[src/rtl/secure_reg_access_arbiter.sv]
// ---------------------------------------------------------------------------
// secure_reg_access_arbiter
//
// Front-end for the thread-gated secure register. A round-robin arbiter
// accepts one transaction at a time from NUM_REQ requesters. Only thread 0
// may reach the register; every other thread gets an error response and
// bumps a saturating violation counter.
//
// Ports
//   clk, rst       : clock, synchronous active-high reset
//   req_valid      : per-requester request valid
//   req_ready      : per-requester accept strobe (IDLE only, one-hot)
//   req_we         : per-requester write (1) / read (0)
//   req_tid        : per-requester thread id, packed TID_WIDTH per requester
//   req_wdata      : per-requester write data, packed DATA_WIDTH per requester
//   rsp_valid      : one-hot response pulse to the granted requester
//   rsp_rdata      : read data (0 for writes, errors and idle cycles)
//   rsp_err        : access denied (0 when no response)
//   reg_access_en  : register access strobe
//   reg_wr_en      : register write enable
//   reg_thread_id  : thread id to the register
//   reg_data_in    : write data to the register
//   reg_data_out   : register read data, valid one cycle after reg_access_en
//   viol_clr       : clears violation count and sticky flag
//   viol_count     : saturating violation count
//   viol_sticky    : set by any violation
// ---------------------------------------------------------------------------
module secure_reg_access_arbiter #(
    parameter int DATA_WIDTH     = 32,
    parameter int NUM_REQ        = 4,
    parameter int TID_WIDTH      = 2,
    parameter int VIOL_CNT_WIDTH = 8
) (
    input  logic                          clk,
    input  logic                          rst,
    input  logic [NUM_REQ-1:0]            req_valid,
    output logic [NUM_REQ-1:0]            req_ready,
    input  logic [NUM_REQ-1:0]            req_we,
    input  logic [NUM_REQ*TID_WIDTH-1:0]  req_tid,
    input  logic [NUM_REQ*DATA_WIDTH-1:0] req_wdata,
    output logic [NUM_REQ-1:0]            rsp_valid,
    output logic [DATA_WIDTH-1:0]         rsp_rdata,
    output logic                          rsp_err,
    output logic                          reg_access_en,
    output logic                          reg_wr_en,
    output logic [TID_WIDTH-1:0]          reg_thread_id,
    output logic [DATA_WIDTH-1:0]         reg_data_in,
    input  logic [DATA_WIDTH-1:0]         reg_data_out,
    input  logic                          viol_clr,
    output logic [VIOL_CNT_WIDTH-1:0]     viol_count,
    output logic                          viol_sticky
);

    localparam int IDX_W = (NUM_REQ > 1) ? $clog2(NUM_REQ) : 1;
    // One extra bit so last_grant + offset never overflows before the wrap.
    localparam int SUM_W = IDX_W + 1;

    typedef enum logic [1:0] {
        IDLE    = 2'd0,
        ISSUE   = 2'd1,
        CAPTURE = 2'd2,
        RESP    = 2'd3
    } state_t;

    function automatic logic [VIOL_CNT_WIDTH-1:0] sat_inc(input logic [VIOL_CNT_WIDTH-1:0] v);
        return (&v) ? v : v + 1'b1;
    endfunction

    function automatic logic [NUM_REQ-1:0] onehot(input logic [IDX_W-1:0] idx);
        logic [NUM_REQ-1:0] o;
        o = '0;
        for (int i = 0; i < NUM_REQ; i++) begin
            o[i] = (idx == IDX_W'(i));
        end
        return o;
    endfunction

    state_t                      state_q, state_d;
    logic [IDX_W-1:0]            last_grant_q, last_grant_d;
    logic [IDX_W-1:0]            sel_q, sel_d;
    logic                        we_q, we_d;
    logic [TID_WIDTH-1:0]        tid_q, tid_d;
    logic [DATA_WIDTH-1:0]       wdata_q, wdata_d;
    logic [DATA_WIDTH-1:0]       rdata_q, rdata_d;
    logic                        err_q, err_d;
    logic [VIOL_CNT_WIDTH-1:0]   viol_count_q, viol_count_d;
    logic                        viol_sticky_q, viol_sticky_d;
    logic                        viol_inc;

    logic                        arb_found;
    logic [IDX_W-1:0]            arb_idx;
    logic [SUM_W-1:0]            arb_sum;
    logic [IDX_W-1:0]            arb_cand;

    // Round-robin pick: first valid index after last_grant, wrapping at
    // NUM_REQ-1, so the most recently served requester is checked last.
    always_comb begin
        arb_found = 1'b0;
        arb_idx   = '0;
        arb_sum   = '0;
        arb_cand  = '0;
        for (int k = 1; k <= NUM_REQ; k++) begin
            arb_sum = {1'b0, last_grant_q} + SUM_W'(k);
            if (arb_sum >= SUM_W'(NUM_REQ)) begin
                arb_sum = arb_sum - SUM_W'(NUM_REQ);
            end
            arb_cand = arb_sum[IDX_W-1:0];
            if (!arb_found && req_valid[arb_cand]) begin
                arb_found = 1'b1;
                arb_idx   = arb_cand;
            end
        end
    end

    always_comb begin
        state_d       = state_q;
        last_grant_d  = last_grant_q;
        sel_d         = sel_q;
        we_d          = we_q;
        tid_d         = tid_q;
        wdata_d       = wdata_q;
        rdata_d       = rdata_q;
        err_d         = err_q;
        viol_inc      = 1'b0;
        req_ready     = '0;
        rsp_valid     = '0;
        rsp_rdata     = '0;
        rsp_err       = 1'b0;
        reg_access_en = 1'b0;
        reg_wr_en     = 1'b0;
        reg_thread_id = '0;
        reg_data_in   = '0;

        case (state_q)
            IDLE: begin
                // ready is only raised for the selected requester, whose valid
                // is known to be high, so ready alone implies the handshake.
                if (arb_found) begin
                    req_ready = onehot(arb_idx);
                    sel_d     = arb_idx;
                    we_d      = req_we[arb_idx];
                    tid_d     = req_tid[arb_idx*TID_WIDTH +: TID_WIDTH];
                    wdata_d   = req_wdata[arb_idx*DATA_WIDTH +: DATA_WIDTH];
                    state_d   = ISSUE;
                end
            end
            ISSUE: begin
                if (tid_q == '0) begin
                    reg_access_en = 1'b1;
                    reg_wr_en     = we_q;
                    reg_thread_id = tid_q;
                    reg_data_in   = wdata_q;
                    state_d       = CAPTURE;
                end else begin
                    // Denied threads never touch the register port.
                    err_d    = 1'b1;
                    viol_inc = 1'b1;
                    state_d  = RESP;
                end
            end
            CAPTURE: begin
                rdata_d = reg_data_out;
                state_d = RESP;
            end
            RESP: begin
                rsp_valid    = onehot(sel_q);
                rsp_err      = err_q;
                rsp_rdata    = (!err_q && !we_q) ? rdata_q : '0;
                last_grant_d = sel_q;
                err_d        = 1'b0;
                state_d      = IDLE;
            end
            default: begin
                state_d = IDLE;
            end
        endcase
    end

    // A clear coinciding with a violation keeps that violation.
    always_comb begin
        viol_count_d  = viol_count_q;
        viol_sticky_d = viol_sticky_q;
        if (viol_clr) begin
            viol_count_d  = viol_inc ? VIOL_CNT_WIDTH'(1) : '0;
            viol_sticky_d = viol_inc;
        end else if (viol_inc) begin
            viol_count_d  = sat_inc(viol_count_q);
            viol_sticky_d = 1'b1;
        end
    end

    always_ff @(posedge clk) begin
        if (rst) begin
            state_q       <= IDLE;
            last_grant_q  <= IDX_W'(NUM_REQ - 1);
            sel_q         <= '0;
            we_q          <= 1'b0;
            tid_q         <= '0;
            wdata_q       <= '0;
            rdata_q       <= '0;
            err_q         <= 1'b0;
            viol_count_q  <= '0;
            viol_sticky_q <= 1'b0;
        end else begin
            state_q       <= state_d;
            last_grant_q  <= last_grant_d;
            sel_q         <= sel_d;
            we_q          <= we_d;
            tid_q         <= tid_d;
            wdata_q       <= wdata_d;
            rdata_q       <= rdata_d;
            err_q         <= err_d;
            viol_count_q  <= viol_count_d;
            viol_sticky_q <= viol_sticky_d;
        end
    end

    assign viol_count  = viol_count_q;
    assign viol_sticky = viol_sticky_q;

endmodule

[config.mk]
export PLATFORM = sky130hd
export DESIGN_NAME = secure_reg_access_arbiter
export DESIGN_NICKNAME = d
export VERILOG_FILES = /design/src/rtl/secure_reg_access_arbiter.sv
export SDC_FILE = /design/constraint.sdc
export NUM_CORES = 1
export LEC_CHECK = 0
export ABC_AREA = 1
export BUFFER_PORTS_ARGS = -buffer_cell sky130_fd_sc_hd__clkbuf_2
export CAP_MARGIN = 40
export CORE_UTILIZATION = 50
export CTS_CLUSTER_SIZE = 30
export DETAILED_ROUTE_END_ITERATION = 12
export GPL_TIMING_DRIVEN = 0
export PLACE_DENSITY = 0.88
export SLEW_MARGIN = 20
export SYNTH_ARGS = -nofsm -noshare
export SYNTH_HDL_FRONTEND = slang
export SYNTH_SLANG_ARGS = --single-unit
[constraint.sdc]
create_clock -name clk -period 2.9 [get_ports clk]
set_clock_uncertainty 0.05 [all_clocks]
set_input_delay 0.29 -clock clk [delete_from_list [all_inputs] [get_ports clk]]
set_output_delay 0.29 -clock clk [all_outputs]
set_load 0.1 [all_outputs]
==> flow_metrics.py <==
metrics = {
    "outcome": {
        "status": "completed",
    },
    "cells_and_area": {
        "antenna_cells": 0,
        "area_growth_pct": 39.3,
        "num-fill-cells": 901,
        "layout.nets": 1349,
        "final_cell_mix": "clkbuf_2, nand2_1, inv_1",
        "drive_gt1_frac": 0.309,
        "layout_commonest_cell": "clkbuf_2",
        "layoutNonFillerInstCount": 1303,
    },
    "clocking": {
        "clock_latency_ps": 350,
        "cts_sinks": 83,
        "cts_buffers": 9,
        "h-tree-depth": 3,
        "clockBufferDepth": 2,
        "clk_pin_slew_worst_paths_ps": 90,
        "cts_tree": "done",
        "cts_root_buf": "clkbuf_8",
    },
    "global_routing": {
        "antenna_found_initial": 0,
        "grt_max_degree": 16,
        "grt_pass1_vias": 5845,
        "grt_pass1_wl_microns": 26700,
        "grt.total_usage": 0.303,
        "grt.overflow.total": 0,
    },
    "drt": {
        "ant_nets": 0,
        "highest_layer": "met4",
        "m1WireLength_microns": 7030,
        "dr_total_vias": 6401,
        "met3_wirelength_microns": 992,
        "drt_pass1_iterations": 5,
        "wl_per_cell_microns": 12.6,
        "drcViolationCount": 0,
        "drt-initial-drc-count": 361,
        "dr_wl_met2_microns": 7930,
        "wl_microns": 16400,
        "routed_via_density": 4.91,
    },
    "setup_path": {
        "rrSetupSlack_ps": 490,
        "reg2reg_to": "wdata_q[9]",
        "cpPeakStageDelay_ps": 480,
        "crit_fanout": 10,
        "crit_buf_inv": 5,
        "cp_top_family": "buffers and inverters",
        "crit_path_start": "state_q[1]",
        "path_class": "reg -> out",
        "end_kind": "primary output",
        "reg2reg_depth": 14,
        "slowest_stage": "clkbuf_2",
        "required_ps": 2560,
        "worst_ep_arrival_time_ps": 2450,
        "reg2reg_from": "last_grant_q[0]",
        "crit_chain": "inv_1, ha_1, inv_1, nor2_4, clkinv_1, clkbuf_2, nor2_4, clkbuf_2",
        "startpoint_type": "flip-flop",
    },
    "floorplanning": {
        "io_pins": 265,
        "die_y_microns": 104,
        "dieArea_sq_um": 10900,
        "die_x_microns": 104,
        "core_area_sq_um": 9950,
        "start_util": 0.525,
        "rows": 36,
    },
    "synthesis": {
        "seq_area_frac_synth": 0.318,
        "syn_inst": 890,
        "yosysWarnings": 0,
        "yosys.area.top_type": "dfxtp_1",
        "synth_cell_types": 28,
        "netlist_area_sq_um": 5230,
        "synth_top_cell_area_share": 0.318,
        "synthTopCellsByArea": "dfxtp_1, nand2_1, inv_1",
        "ys_ff_latch": 83,
        "avgSynthCellArea_sq_um": 5.87,
    },
    "sta": {
        "drv_slew": 0,
        "finalCritPeriodShare": 0.961,
        "fmax_mhz": 359,
        "hold_viol": 0,
        "min_period_ps": 2790,
        "finalSetupTns_ps": 0,
        "rsz0062_at_grt": "true",
        "setup_viol": 0,
        "maxSlewHeadroom": 0.605,
        "tightest_slew_ps": 593,
    },
    "hold_path": {
        "hold_path_depth": 3,
        "hold_class": "in -> reg",
        "min-delay-start": "req_wdata[55]",
        "hold_end": "wdata_q[23]",
    },
    "placement": {
        "numPortBuffers": 262,
        "post-dp-hpwl_microns": 13000,
        "globalplace.congestion": 0.895,
        "dp.cells": 1286,
    },
    "power_and_ir_drop": {
        "power_density_nw_per_um2": 1020,
        "finalPower_mw": 7.45,
        "leakagePower_nw": 3.96,
        "vdd_ir_drop_max_v": 0.000535,
    },
    "run": {
        "drv_cap": 0,
    },
}
## layer usage
layer / track usage / up-vias
met5: 0 / -
met2: 0.538 / 259
met1: 0.373 / 2826
met4: 0.108 / 0
met3: 0.0401 / 39
li1: - / 3277
## worst max path at each step
stage,endpoint,slack [ps],cells after the start
final,reg_data_in[29],110,8
after global routing,req_ready[2],-20,15
after CTS,req_ready[1],30,14
after detailed placement,req_ready[0],130,14
after global placement,req_ready[0],170,14
after floorplan,req_ready[2],-200,15
## area by class of cell
cell class,count,area [sq um],share of cell area
clock buffers,10,138,0.0189
repair buffers,264,1370,0.188
well taps,133,166,0.0229
clock inverters,6,70.1,0.00963
inverters,184,693,0.0952
multi-input cells,569,2860,0.393
plain buffers,54,318,0.0437
flip-flops and latches,83,1660,0.228
## cells in the mapped netlist (all sizes together)
master  instances
buf            26
a21oi          90
a31oi           2
dfxtp          83
inv           181
conb            1
clkinv          3
nand3         110
o221ai          1
o211ai          2
o21ai          43
nor3            5
xor2            1
a21boi          1
nand2         191
a221oi          2
clkbuf         29
ha              5
nand4           4
o32ai           1
nor2          109
## metrics by stage
stage	setup WS, ps	hold WS (ps)	utilization	area (sq um)
after floorplan	-203	380	-	5500
after detailed placement	131	395	0.701	6980
after CTS	30.4	118	0.724	7210
after global routing	-22.8	124	0.731	7280
after global placement	166	391	0.701	6980
final	114	124	0.731	7280
## power breakdown
part           leakage, nW  switching (mW)  internal [mW]
combinational         3.18            3.54           1.41
clock               0.0955           0.430          0.427
sequential           0.684           0.118           1.52
total                 3.96            4.08           3.36
## what timing repair did
item,4_1_cts,5_1_grt
pin swaps,0,2
endpoints found under the setup margin,4,42
gates resized for setup,9,42
hold buffers,0,0
buffers inserted,0,2
## cells by family after synthesis
group | Yosys count | share of synthesized area
compound gates | 142 | 0.141
xor+xnor | 1 | 0.00168
fa+ha+maj | 5 | 0.0120
buf+inv | 239 | 0.191
flops | 83 | 0.318
other cells | 1 | 0.000717
simple gates | 419 | 0.337
## flip-flops by register name (all words and copies together) (netlist names)
| signal | flops |
|---|---|
| err_q | 1 |
| last_grant_q | 2 |
| rdata_q | 32 |
| sel_q | 2 |
| state_q | 2 |
| tid_q | 2 |
| viol_count | 8 |
| viol_sticky | 1 |
| wdata_q | 32 |
| we_q | 1 |
## worst min-delay path, cell delays in order
cell,delay [ps]
clkbuf_2,80
a21oi_1,50
nor2_1,80
(Power assumes the default switching activity.)
